===== config.mk =====
export PLATFORM = sky130hd
export DESIGN_NAME = hazard_stall_unit
export DESIGN_NICKNAME = d
export VERILOG_FILES = /design/src/rtl/hazard_stall_unit.sv
export SDC_FILE = /design/constraint.sdc
export NUM_CORES = 1
export LEC_CHECK = 0
export CAP_MARGIN = 15
export CORE_ASPECT_RATIO = 1.2
export CORE_UTILIZATION = 35
export DETAILED_ROUTE_END_ITERATION = 10
export PLACE_DENSITY = 0.67
export SYNTH_ARGS = -nofsm -noshare
export SYNTH_HDL_FRONTEND = slang
export SYNTH_SLANG_ARGS = --single-unit

===== constraint.sdc =====
create_clock -name CLK -period 14.2 [get_ports CLK]
set_input_delay 2.84 -clock CLK [delete_from_list [all_inputs] [get_ports CLK]]
set_output_delay 2.84 -clock CLK [all_outputs]
set_load 0.02 [all_outputs]

===== src/rtl/hazard_stall_unit.sv =====
// Decode-stage interlock: stalls IF/ID and bubbles ID/EX for RAW hazards that
// forwarding cannot cover (load-use, and operands compared in ID).
module hazard_stall_unit #(
  parameter int unsigned STALL_W = 2
) (
  input  logic               CLK,
  input  logic               RESET,
  input  logic [31:0]        Instr,
  input  logic               ID_Valid,
  input  logic               RegWrite,
  input  logic               RegDest,
  input  logic               Link,
  input  logic               MemRead,
  input  logic               UseRs,
  input  logic               UseRt,
  input  logic               CmpInID,
  input  logic               Freeze,
  output logic               Stall_IF,
  output logic               Stall_ID,
  output logic               Bubble_EX,
  output logic [STALL_W-1:0] StallCnt
);

  logic [4:0]         rs, rt, rd, dest_id;
  logic [4:0]         h0_dest, h1_dest;
  logic               h0_load, h1_load;
  logic [STALL_W-1:0] cnt, cnt_next, n_rs, n_rt, n_req;
  logic               hazard, stall;

  assign rs = Instr[25:21];
  assign rt = Instr[20:16];
  assign rd = Instr[15:11];

  always_comb begin
    dest_id = '0;
    if (ID_Valid && RegWrite) begin
      if (Link)         dest_id = 5'd31;
      else if (RegDest) dest_id = rd;
      else              dest_id = rt;
    end
  end

  // Stall cycles one source needs; r0 never matches, so dest 0 means "no writer".
  function automatic logic [STALL_W-1:0] need(
    input logic       use_src,
    input logic [4:0] src,
    input logic       valid,
    input logic       cmp,
    input logic [4:0] d0,
    input logic       l0,
    input logic [4:0] d1,
    input logic       l1
  );
    logic hit0, hit1;
    need = '0;
    hit0 = valid && use_src && (src != 5'd0) && (src == d0);
    hit1 = valid && use_src && (src != 5'd0) && (src == d1);
    if (cmp) begin
      if (hit0 && l0)                          need = STALL_W'(2);
      else if ((hit0 && !l0) || (hit1 && l1))  need = STALL_W'(1);
    end else begin
      if (hit0 && l0)                          need = STALL_W'(1);
    end
  endfunction

  always_comb begin
    n_rs  = need(UseRs, rs, ID_Valid, CmpInID, h0_dest, h0_load, h1_dest, h1_load);
    n_rt  = need(UseRt, rt, ID_Valid, CmpInID, h0_dest, h0_load, h1_dest, h1_load);
    n_req = (n_rs > n_rt) ? n_rs : n_rt;
  end

  always_comb begin
    hazard   = (cnt == '0) && (n_req != '0);
    stall    = (cnt != '0) || hazard;
    cnt_next = '0;
    if (hazard)           cnt_next = n_req - STALL_W'(1);
    else if (cnt != '0)   cnt_next = cnt - STALL_W'(1);
  end

  assign Stall_IF  = stall;
  assign Stall_ID  = stall;
  assign Bubble_EX = stall;
  assign StallCnt  = cnt_next;

  always_ff @(posedge CLK or negedge RESET) begin
    if (!RESET) begin
      cnt     <= '0;
      h0_dest <= '0;
      h0_load <= 1'b0;
      h1_dest <= '0;
      h1_load <= 1'b0;
    end else if (!Freeze) begin
      cnt     <= cnt_next;
      h1_dest <= h0_dest;
      h1_load <= h0_load;
      if (stall) begin
        h0_dest <= '0;
        h0_load <= 1'b0;
      end else begin
        h0_dest <= dest_id;
        h0_load <= MemRead && ID_Valid;
      end
    end
  end

endmodule


# Word level (Yosys, flattened, before mapping)
# Index checks and enable logic that the tools add are counted.
# op_classes
addsub	2
n_reduce_logical	26
muxes	16
order_cmp	1
n_eq_ne	4
# op_table
op	n
5-bit equality test	4
5-bit two-way mux	4
1-bit logical AND	17
2-bit two-way mux	7
5-bit nonzero test	2
1-bit two-way mux	5
2-bit nonzero test	2
2-bit by 1-bit subtractor with 2-bit output, second input constant	2
1-bit logical OR	3
2-bit greater-than comparator	1
2-bit logical NOT	1
1-bit logical NOT	1
# totals
regBits	14
wordCells	54
inputBits	43

# Depth between registers and ports, before layout
# Gate-level depths: netlist of the first run.
# depth
depth_word	14
ltp_mapped	16

# Least setup slack after synthesis of the first run
# No wires, ideal clock.
# synth_timing
kind	input to output
start	input port Instr[18]
end	output port StallCnt[0]
setup_slack_ns	5.387
path_buffers	1
arrival_time_ns	5.973
cell_stages	13
t_required_ns	11.360
path_cell_list	xor2_1 or4_1 or4_1 buf_6 or2_1 ha_1 nor2_1 o22a_1 and2_1 o21ai_0 o311ai_1 ha_1 o41ai_2
# synth_between
elab_chain_len	13
word_cells_on_any_way	20
# synth_rtl
element	line	text
from (decl)	8	input logic [31:0] Instr,
5-bit nonzero test	56, 57	
1-bit logical AND	56, 57	
1-bit logical AND, on equally long branches	56, 57	
1-bit logical AND	60	else if ((hit0 && !l0) || (hit1 && l1)) need = STALL_W'(1);
1-bit logical OR	60	
1-bit two-way mux	60	
2-bit two-way mux	59	if (hit0 && l0) need = STALL_W'(2);
2-bit two-way mux *	58	if (cmp) begin
2-bit greater-than comparator	69	n_req = (n_rs > n_rt) ? n_rs : n_rt;
2-bit two-way mux *	69	
parallel branches: the longest is 2 deep, another holds 2-bit by 1-bit subtractor with 2-bit output	n/a	
2-bit two-way mux *	76	if (hazard) cnt_next = n_req - STALL_W'(1);
to (decl)	21	output logic [STALL_W-1:0] StallCnt
# Every way passes the cells marked *.

# Worst setup path after layout of the first run
# layout_timing
start	input port Instr[18]
end	output port StallCnt[1]
# Same word-level chain as after synthesis.

==> results, run 1 <==
- The flow ran to the end, and the final reports show no timing, DRC or antenna violations.
- The placeable core region is between 0.003 and 0.004 mm².
- The total routing usage reported by global routing is 17.1%.
- The total vias in the final route is between 1000 and 1500.
- STA classifies the critical path endpoint as an output port.
- STA classifies the critical path startpoint as an input pin.
- Yosys attributes the largest share of cell area to sky130_fd_sc_hd__dfrtp_1, sky130_fd_sc_hd__xnor2_1, sky130_fd_sc_hd__mux2_2, sky130_fd_sc_hd__xor2_1, sky130_fd_sc_hd__nand2_1.
- The synthesis-stage register bit count is 14.
- The number of antenna repair diodes is 0.
- The mean post-synth cell area is 9.22 µm².
- The total iterations of the first detailed-routing run is 4.
- In this run the number of H-tree levels came out at 1.
- The horizontal extent of the die is approximately 55 µm.
- The library cell used most frequently in the layout, excluding fill and tap cells, is sky130_fd_sc_hd__clkdlybuf4s50_1.
- Of all nets on the critical path, the largest fanout is 7.
- The longest individual stage delay on the worst path is around 0.6 ns.
- The normalized max-slew margin is 55.6%.
- The number of hold buffers added after cts is 0.
- Dividing the final minimum period by the clock period gives between 70% and 80%.
- The share of Yosys cell area claimed by the top area cell type is between 20 and 30%.
- Counting along the longest clock path gives a buffer depth of 2.
- The slowest library cell on the worst path is sky130_fd_sc_hd__clkdlybuf4s50_1.
- The floorplan has 22 rows.
- The transition time at the pin with the least slew margin is 0.663 ns.
- Of the cells placed in the final design, the portion with a size suffix greater than 1 is 10.3%.
- At the end of routability-driven placement, the weighted congestion stood at 0.816.
- In the layout the commonest cells are sky130_fd_sc_hd__clkdlybuf4s50_1, sky130_fd_sc_hd__nand2_1, sky130_fd_sc_hd__dfrtp_1.
- The critical path class is input pin to output port.
- The clock arrives with around 0.0019 ns of skew.
- For this run, the post-layout net count is about 200.
- Setup violations remaining at the end of the flow were counted as 0.
- After detailed routing, the average wire length per cell comes to 14.0 µm.
- The total count of max-transition violations in the final report is 0.
- The initial core utilization is between 30 and 40%.
- The final critical-path required period is 10.08 ns.
- Setup repair after global routing left no endpoint under its margin.
- The remaining antenna violation count after routing is 0.
- Synthesis handed over a netlist of approximately 130 instances.
- In this run the critical register-to-register path is launched from h0_dest[2].
- Summed over all layers, the routed wires come to approximately 2.7 mm.
- Setup slack on the worst reg-to-reg path comes out at around 10 ns.
- The insertion delay of the later-clocked pin in the worst-skew pair is ~0.29 ns.
- Clock tree synthesis inserted a total of 3 buffers.
- Summed over all failing endpoints, the final setup total negative slack is 0 ns.
- The worst min-delay path endpoint is h1_load.
- The startpoint of the most critical hold path is h1_load.
- Using the TritonRoute via totals, the vias-per-cell ratio works out to around 5.4.
- Pin placement for this block handled 48 I/O pins.
- The count of cells along the worst hold path is 1.
- Entering global routing, the biggest net connects 19 pins.
- The final routed DRC violation total is 0.
- For the worst setup path, the data arrival time is just over 7 ns.
- The synthesized netlist occupies a cell area of between 0.001 and 0.0015 mm².
- During synthesis, Yosys emitted a total of 0 warnings.
- The final worst-path setup slack is ~4.1 ns.
- Of the synthesized area, sequential elements account for about 30%.
- The number of distinct library cells after synthesis is 39.
- The total power is 0.115 mW.
- Max-cap violations in this run came to 0.
- The worst-case vdd ir drop is roughly 50 µV.
- The cell taking the most area after synthesis is sky130_fd_sc_hd__dfrtp_1.
- The first-pass GRT wire length is between 4 and 5 mm.
- The cell depth of the worst flop-to-flop path is 13.
- The post-placement worst setup slack is ~4.1 ns.
- In this run the worst hold path is classified as flop to flop.
- The buffer count from post-CTS setup fixing is 0.
- The hold violation count in the final report was 0.
- Walking the worst path, the cells encountered are clkdlybuf4s50_1 > xor2_1 > or4_1 > or4_1 > or2_1 > ha_1 > nor2_1 > o22a_1 > and2_1 > o21ai_0 > o311ai_1 > ha_1 > nor4_1 > a21o_1 > clkdlybuf4s50_1.
- The total grt overflow is 0.
- In this run the critical register-to-register path is captured at cnt[0].
- The total number of clock tree sinks is 14.
- TritonCTS built the clock tree.
- The HPWL reported at the end of detailed placement is ~2.2 mm.
- From bottom edge to top edge, the die measures 65.6 µm.
- Port buffering added 30 buffers.
- The number of resized instances in the post-cts repair step is 0.
- The initial antenna violation count is 0.
- After clock tree synthesis, the clock-pin slew on the worst setup and hold paths is approximately 0.08 ns.
- The relative area change from synthesis to final layout is 29.2%.
- The net count of the mapped netlist is around 180.
- Static timing analysis puts the maximum clock frequency at 99.2 MHz.
- The number of global-route vias before repair came to around 1000.
- The required time of the critical path is between 10 and 15 ns.
- The DRC marker count from the first detailed-route iteration is 12.
- The tree is rooted in a sky130_fd_sc_hd__clkbuf_4.
- The cell leakage power is 0.616 nW.
- The die covers 0.00361 mm².
- Dividing total power by cell area gives a power density of ~76 mW/mm².
cells by family after synthesis:
kind of cell	share of synthesized area, %
flops	29.7
buf+inv	3.82
simple gates	23.0
xor+xnor	16.3
fa+ha+maj	4.24
compound gates	15.4
mux	7.53
cells in the mapped netlist (all sizes together):
| library cell | number |
|---|---|
| o211ai | 1 |
| or4 | 5 |
| nand3 | 3 |
| a21o | 1 |
| or2 | 1 |
| o41ai | 2 |
| o21ai | 8 |
| and3 | 1 |
| mux2 | 7 |
| nor4 | 2 |
| o22ai | 1 |
| xor2 | 9 |
| nor3 | 1 |
| nor2 | 7 |
| a2bb2o | 1 |
| nand2 | 16 |
| nand2b | 1 |
| mux2i | 1 |
| nand4 | 3 |
| or3 | 1 |
| nor2b | 5 |
| o21bai | 1 |
| xnor2 | 13 |
| o22a | 1 |
| nand3b | 1 |
| inv | 2 |
| a211oi | 5 |
| o311ai | 1 |
| buf | 3 |
| o221ai | 1 |
| and2 | 1 |
| nor4b | 1 |
| ha | 4 |
| dfrtp | 14 |
| clkbuf | 3 |
final cells by class:
type,count,area (µm²)
Inverter,2,7.51
Sequential cell,14,350
Multi-Input combinational cell,106,785
Timing Repair Buffer,30,300
Tap cell,36,45.0
Clock buffer,4,36.3
Fill cell,329,1610
registers in the layout (all words and copies together) (netlist names):
signal / flops
h0_load: 1
h1_dest: 5
cnt: 2
h0_dest: 5
h1_load: 1
critical path: cells and delay by family:
family	cells	cell delay, ns
AND/OR/NAND/NOR	6	1.88
buffers and inverters	2	1.08
adder cells (fa/ha/maj)	2	0.64
AO/OA/AOI/OAI	4	0.62
XOR/XNOR	1	0.17
stage by stage:
stage	util, %	hold WS [ns]	cells	area (µm²)
after detailed placement	47.4	0.503	188	1490
after global routing	48.6	0.558	192	1520
after floorplan	-	0.479	128	1180
after global placement	47.4	0.495	188	1490
final	48.6	0.522	192	1520
after CTS	48.6	0.523	192	1520
metal layers:
metal	vias up	GRT usage, %	wire (µm)
li1	514	-	-
met1	480	18.8	1150
met2	35	30.0	1360
met3	9	2.31	109
met4	0	9.38	72
met5	-	0	0
power by group:
part / leakage [nW] / switching [mW] / total [mW] / internal [mW]
logic: 0.407 / 0.0166 / 0.0368 / 0.0201
clock network: 0.0210 / 0.0137 / 0.0294 / 0.0156
registers: 0.187 / 0.00538 / 0.0493 / 0.0439
total: 0.616 / 0.0357 / 0.115 / 0.0797
how the worst max path moves through the flow:
stage                     slack, ns  cells past startpoint      start     endpoint
after CTS                      4.11                     15  Instr[18]  StallCnt[1]
after global routing           3.87                     15  Instr[18]  StallCnt[1]
after detailed placement       4.10                     15  Instr[18]  StallCnt[1]
after floorplan                5.39                     13  Instr[18]  StallCnt[0]
final                          4.12                     15  Instr[18]  StallCnt[1]
after global placement         4.19                     15  Instr[18]  StallCnt[1]
(Power assumes the default switching activity.)
==> inputs of run 2 (changes only) <==
==> constraint.sdc (replaced) <==
create_clock -name CLK -period 9.9 [get_ports CLK]
set_input_delay 1.98 -clock CLK [delete_from_list [all_inputs] [get_ports CLK]]
set_output_delay 1.98 -clock CLK [all_outputs]
set_load 0.02 [all_outputs]
==> run 2 against run 1 <==
  * Routed wire length down 0.11%
  * Register-to-register slack worse by 4.3 ns
  * Cell area is the same
  * Clock power is 39% higher
  * Global-route usage unchanged
  * Cell count did not move
  * Worst setup slack worse by 2.6 ns
  * Die area unchanged
  * Critical endpoint unchanged
==> results, run 2 (synthesis results as in run 1) <==
- The number of nets at the end of the flow is 204 (unchanged).
- The per-cell via count in the routed design came to 5.43 (+0.39%).
- The insertion delay of the later-clocked pin in the worst-skew pair is 0.28 ns (about the same).
- The clock tree from TritonCTS is yes.
- The cell area power density came to 108 mW/mm² (+42%).
- The area enclosed by the die boundary is 0.00361 mm² (unchanged).
- The normalized max-slew margin was 56.5% (+0.84 points).
- The final worst-path cycle share is a little over four fifths.
- The setup slack on the worst flop-to-flop path came to 5.81 ns (-4.28 ns).
- The count of cells along the worst hold path is 1 (unchanged).
- The total number of clock tree sinks came to 14 (unchanged).
- Setup repair after global routing left no endpoint under its margin.
- The count of filler cells inserted in the layout is 311 (-5.5%).
- The tightest min-delay check is of the flop to flop type.
- The required time of the critical path is 7.92 ns (-3.44 ns).
- The total iterations of the first detailed-routing run is 5 (+1).
- The start of the worst register-to-register path is h0_dest[2].
- The placer's final routability congestion estimate is 0.816 (about the same).
- The number of cells in the design after placement is 188 (unchanged).
- The number of hold buffers added after cts was 0 (unchanged).
- The placement row count is 22 (unchanged).
- The height of the die is 65.6 µm (unchanged).
- The data arrival time at the worst-slack endpoint is 6.41 ns (-0.83 ns).
- The total stage count of the critical path is 15 (unchanged).
- The count of max-cap constraint violations was 0 (unchanged).
- The post-layout utilization of the core is 48.6% (unchanged).
- The worst-case clock skew is 0.00324 ns (+0.00132 ns).
- The critical path capture point type is an output port.
- Leaving out fill and tap cells, the most frequent cell in the layout is sky130_fd_sc_hd__clkdlybuf4s50_1.
- The first-pass GRT wire length was 4.40 mm (-0.61%).
- The total routing usage reported by global routing is 17.1% (unchanged).
- The average detailed-routed wire length per instance came to 14.0 µm (-0.11%).
- The run finished with clean final reports.
- The number of levels the H-tree was split into was 1 (unchanged).
- The remaining antenna violation count after routing is 0 (unchanged).
- The number of global-route vias before repair is 1008 (-2.6%).
- The clock transition at the registers of the reported paths came to 0.08 ns (about the same).
- In the layout the commonest cells are sky130_fd_sc_hd__clkdlybuf4s50_1, sky130_fd_sc_hd__nand2_1, sky130_fd_sc_hd__dfrtp_1.
- The type of element launching the critical path is an input pin.
- The relative area change from synthesis to final layout is 29.2% (unchanged).
- The cell depth of the worst flop-to-flop path came to 13 (unchanged).
- The worst-case vdd ir drop is 71.9 µV (+43%).
- The slowest stage of the critical path is the sky130_fd_sc_hd__clkdlybuf4s50_1 cell.
- The placeable core region is 0.00314 mm² (unchanged).
- The number of resized instances in the post-cts repair step was 0 (unchanged).
- The total vias in the final route came to 1042 (+0.39%).
- The kind of cell adding the most delay to the critical path is simple AND/OR/NAND/NOR gates.
- The placed cell area is 0.00149 mm² (unchanged).
- The total non-filler cell area in the finished layout was 0.00152 mm² (unchanged).
- The count of final setup violators came to 0 (unchanged).
- The number of antenna repair diodes is 0 (unchanged).
- The detailed-route wire length is 2.69 mm (-0.11%).
- The DRC marker count from the first detailed-route iteration is 10 (-2).
- The horizontal extent of the die is 55 µm (unchanged).
- The buffer count from post-CTS setup fixing came to 0 (unchanged).
- The longest individual stage delay on the worst path is 0.60 ns (about the same).
- The fraction of layout cells with a size suffix above 1 is 10.3% (unchanged).
- The maximum number of pins on one net before global-route repair is 19 (unchanged).
- The buffering stage count on the worst path with inverters included came to 2 (unchanged).
- The hold violation count in the final report is 0 (unchanged).
- The number of buffers inserted during clock tree synthesis is 3 (unchanged).
- The non-filler instance count after layout came to 192 (unchanged).
- The final routed DRC violation total is 0 (unchanged).
- The peak fanout along the critical path was 7 (unchanged).
- The critical path goes through clkdlybuf4s50_1 > xor2_1 > or4_1 > or4_1 > or2_1 > ha_1 > nor2_1 > o22a_1 > and2_1 > o21ai_0 > o311ai_1 > ha_1 > nor4_1 > a21o_1 > clkdlybuf4s50_1.
- The number of buffer cells added on primary ports was 30 (unchanged).
- The initial antenna violation count is 0 (unchanged).
- The total grt overflow is 0 (unchanged).
- The worst hold path begins at h1_load.
- The largest registers in the layout are h0_dest (5), h1_dest (5), cnt (2).
- The top-level port count is 48 (unchanged).
- The maximum root-to-sink buffer count is 2 (unchanged).
- The worst setup path is of the input pin to output port kind.
- The cell leakage power is 0.616 nW (unchanged).
- The HPWL reported at the end of detailed placement came to 2.22 mm (-1.0%).
- The total count of max-transition violations in the final report was 0 (unchanged).
- Derived from the worst setup path, the maximum achievable clock frequency is 119 MHz.
- The total negative setup slack is 0 ns (unchanged).
- The initial core utilization came to 37.6% (unchanged).
- The final critical-path required period is 8.39 ns.
- The transition time at the pin with the least slew margin is 0.651 ns (-0.0126 ns).
- In this run the worst setup path begins at Instr[18].
- The buffer type at the clock tree root is sky130_fd_sc_hd__clkbuf_4.
run 2: cell counts in the layout (fill, tap and decap cells not counted):
Identical to the previous run, type by type.
run 2: final timing paths:
path | to
worst max-delay path | StallCnt[1]
worst min-delay path | h1_load
worst max register to register | cnt[0]
worst min register to register | h1_load
max in group asynchronous | h0_dest[3]
min in group asynchronous | h1_dest[4]
run 2: area by class of cell:
type	instances	area, µm²	share of cell area (%)
clock buffers	4	36.3	2.38
inverters	2	7.51	0.493
multi-input cells	106	785	51.5
flip-flops and latches	14	350	23.0
well taps	36	45.0	2.96
repair buffers	30	300	19.7
run 2: report_power, final:
group / switching (mW) / total, mW / internal (mW)
logic: 0.0237 / 0.0526 / 0.0289
registers: 0.00761 / 0.0706 / 0.0630
clock network: 0.0186 / 0.0410 / 0.0224
total: 0.0500 / 0.164 / 0.114
run 2: stage by stage:
| stage | hold WS, ns | power [mW] | setup WS [ns] |
|---|---|---|---|
| global placement | 0.495 | 0.123 | 1.61 |
| global route | 0.544 | 0.176 | 1.39 |
| detailed placement | 0.498 | 0.125 | 1.53 |
| finish | 0.513 | 0.164 | 1.51 |
| CTS | 0.517 | 0.166 | 1.52 |
| floorplan | 0.479 | 0.102 | 2.81 |
run 2: layer usage:
layer | track usage, % | vias up | routed length [µm]
met2 | 30.0 | 33 | 1380
met5 | 0 | - | 0
met4 | 9.06 | 0 | 77
met1 | 19.0 | 483 | 1140
met3 | 2.31 | 10 | 89
li1 | - | 516 | -
run 2: worst reg2reg max path: cells and delay by family, from the launching register on:
family / cells / cell delay (ns)
AND/OR/NAND/NOR: 6 / 2.10
XOR/XNOR: 1 / 0.17
adder cells (fa/ha/maj): 2 / 0.61
flip-flops: 1 / 0.44
AO/OA/AOI/OAI: 4 / 0.68
==> edit: new RTL, flow settings as in run 1 <==
Set the parameter `STALL_W` to 4 (it was 2).
--- a/src/rtl/hazard_stall_unit.sv
+++ b/src/rtl/hazard_stall_unit.sv
@@ -1,7 +1,7 @@
 // Decode-stage interlock: stalls IF/ID and bubbles ID/EX for RAW hazards that
 // forwarding cannot cover (load-use, and operands compared in ID).
 module hazard_stall_unit #(
-  parameter int unsigned STALL_W = 2
+  parameter int unsigned STALL_W = 4
 ) (
   input  logic               CLK,
   input  logic               RESET,
Ports: changed (resized StallCnt); port bits go from 48 to 50. The function was not compared with the original's and may differ.
==> edit against run 1 <==
  * Wire length down 2.6%
  * Worst setup slack improved by 0.36 ns
  * Combinational power up 54%
  * Final area grew 5.8%
  * Synthesized area rose by 3.5%
  * First-iteration DRC count increased to 2.8 times the old value
  * Count of clock-buffer cells in the layout did not move
  * Sequential power is 27% higher
  * Sequential cell count grew 2
  * Final cell count increased by 4.7%
  * Fmax is 3.7% higher
  * Total power up 38%
  * Largest cell class unchanged
  * Largest power group unchanged
  * Highest routed layer unchanged
==> edit: results (changes against run 1) <==
metric	value	unit	change
worstHoldStart	h1_load		unchanged
wirelength	2620	µm	was 2690 µm
via_per_inst	5.29		was 5.41
first_global_vias	1071		was 1,035
async_flop_share	100	%	unchanged
wl_met3	94	µm	was 109 µm
clock_latency	0.25	ns	was 0.29 ns
fin_worst_skew	0.00198	ns	was 0.00191 ns
tightest_slew	0.740	ns	was 0.663 ns
antenna_found_initial	0		unchanged
drive_gt1_share	11.0	%	was 10.3%
r2r-end	cnt[1]		was cnt[0]
synth_area_leaders	dfrtp_1, xnor2_1, mux2_2, ha_1, xor2_1		was dfrtp_1, xnor2_1, mux2_2, xor2_1, nand2_1
ys_seq_area_share	32.8	%	was 29.7%
hold_depth	1		unchanged
grt_pass1_wl	4380	µm	was 4420 µm
grt_max_degree	21		was 19
crit_path_max_fanout	6		was 7
met1_length	1160	µm	was 1150 µm
worstRegToRegCells	14		was 13
cts_repair_resize_count	0		unchanged
clock_path_buffers	2		unchanged
cp_slowest_cell	nor4_1		was clkdlybuf4s50_1
numCtsBuffers	3		unchanged
dp_hpwl	2170	µm	was 2240 µm
place.gp.congestion	0.775		was 0.816
h-tree-depth	1		unchanged
synth_top_cells_by_count	dfrtp_1, nand2_1, xnor2_1		was nand2_1, dfrtp_1, xnor2_1
cp.arrival	6.88	ns	was 7.24 ns
min_path_type	reg2reg		unchanged
grtUsageTotal	14.9	%	was 17.1%
largestRegisters	h0_dest x5, h1_dest x5, cnt x4		was h0_dest x5, h1_dest x5, cnt x2
yosysUniqueCellTypes	30		was 39
n_antenna_cell	0		unchanged
r2r_slack	10.43	ns	was 10.09 ns
wl_met2	1340	µm	was 1360 µm
p_leak	0.676	nW	was 0.616 nW
clk_pin_slew_worst_paths	0.06	ns	was 0.08 ns
vdd.ir_drop.worst	0.0681	mV	was 0.0503 mV
cp-startpoint	Instr[23]		was Instr[18]
yosysWarnings	0		unchanged
wl_per_cell	13.0	µm	was 14.0 µm
drt_first_pass_iters	4		unchanged
cts_root_buffer	clkbuf_8		was clkbuf_4
holdPathEnd	h1_load		unchanged
r2r-start	h0_dest[4]		was h0_dest[2]
status	complete, no violations		unchanged
drtIter0Drc	33		was 12
slowest_delay	0.57	ns	was 0.60 ns
cts_setup_buffers	0		unchanged
synth_cells	134		was 128
dp.cells	197		was 188
synth_top_flop_cell	dfrtp_1		unchanged
io_buffer_count	32		was 30
synth_nets	182		was 175
nets	213		was 204
edit: report_power, final:
part | internal (mW) | switching, mW | leakage [nW] | total (mW)
Sequential | 0.0523 | 0.0100 | 0.215 | 0.0624
Combinational | 0.0302 | 0.0264 | 0.431 | 0.0566
Clock | 0.0246 | 0.0157 | 0.0288 | 0.0403
Total | 0.107 | 0.0522 | 0.676 | 0.159
edit: logic make-up (layout without fill, tap and decap cells):
family,count (synthesis),count (layout),share of synthesized area [%]
AOI/OAI and AO/OA,23,23,12.8
and+or+nand+nor,50,50,21.3
muxes,10,10,9.53
xor gates and xnor gates,21,21,15.1
adders and majority gates,5,5,5.12
buffers and inverters,9,39,3.38
DFF,16,16,32.8
edit: final cells by class:
cell class / count / area (µm²)
Fill cell: 324 / 1730
Clock buffer: 4 / 55.1
Tap cell: 37 / 46.3
Inverter: 3 / 11.3
Multi-Input combinational cell: 109 / 779
Timing Repair Buffer: 32 / 320
Sequential cell: 16 / 400
edit: critical path, delay by kind of cell:
family,cells,cell delay (ns)
buf+inv,2,1.09
compound gates,3,0.65
simple gates,7,1.42
mux,1,0.36
fa+ha+maj,2,0.52
edit: worst max-delay path by stage:
stage                              to  slack, ns  depth (start not counted)
after global routing      StallCnt[1]       4.18                         17
after global placement    StallCnt[1]       4.63                         15
after floorplan           StallCnt[1]       5.74                         13
final                     StallCnt[1]       4.48                         15
after detailed placement  StallCnt[1]       4.50                         15
after CTS                 StallCnt[1]       4.49                         15
edit: metrics by stage:
| step | area, µm² | hold slack [ns] | power (mW) | worst slack (ns) | utilization (%) |
|---|---|---|---|---|---|
| after floorplan | 1220 | 0.480 | 0.0984 | 5.74 | - |
| after global placement | 1560 | 0.494 | 0.118 | 4.63 | 46.7 |
| after detailed placement | 1560 | 0.505 | 0.120 | 4.50 | 46.7 |
| after CTS | 1610 | 0.519 | 0.161 | 4.49 | 48.3 |
| after global routing | 1610 | 0.550 | 0.168 | 4.18 | 48.3 |
| final | 1610 | 0.513 | 0.159 | 4.48 | 48.3 |
edit: per-layer routing:
layer  GRT usage (%)  up-vias
li1                -      541
met1            16.8      495
met2            28.0       26
met3           0.971        2
met4            7.93        0
met5               0        -
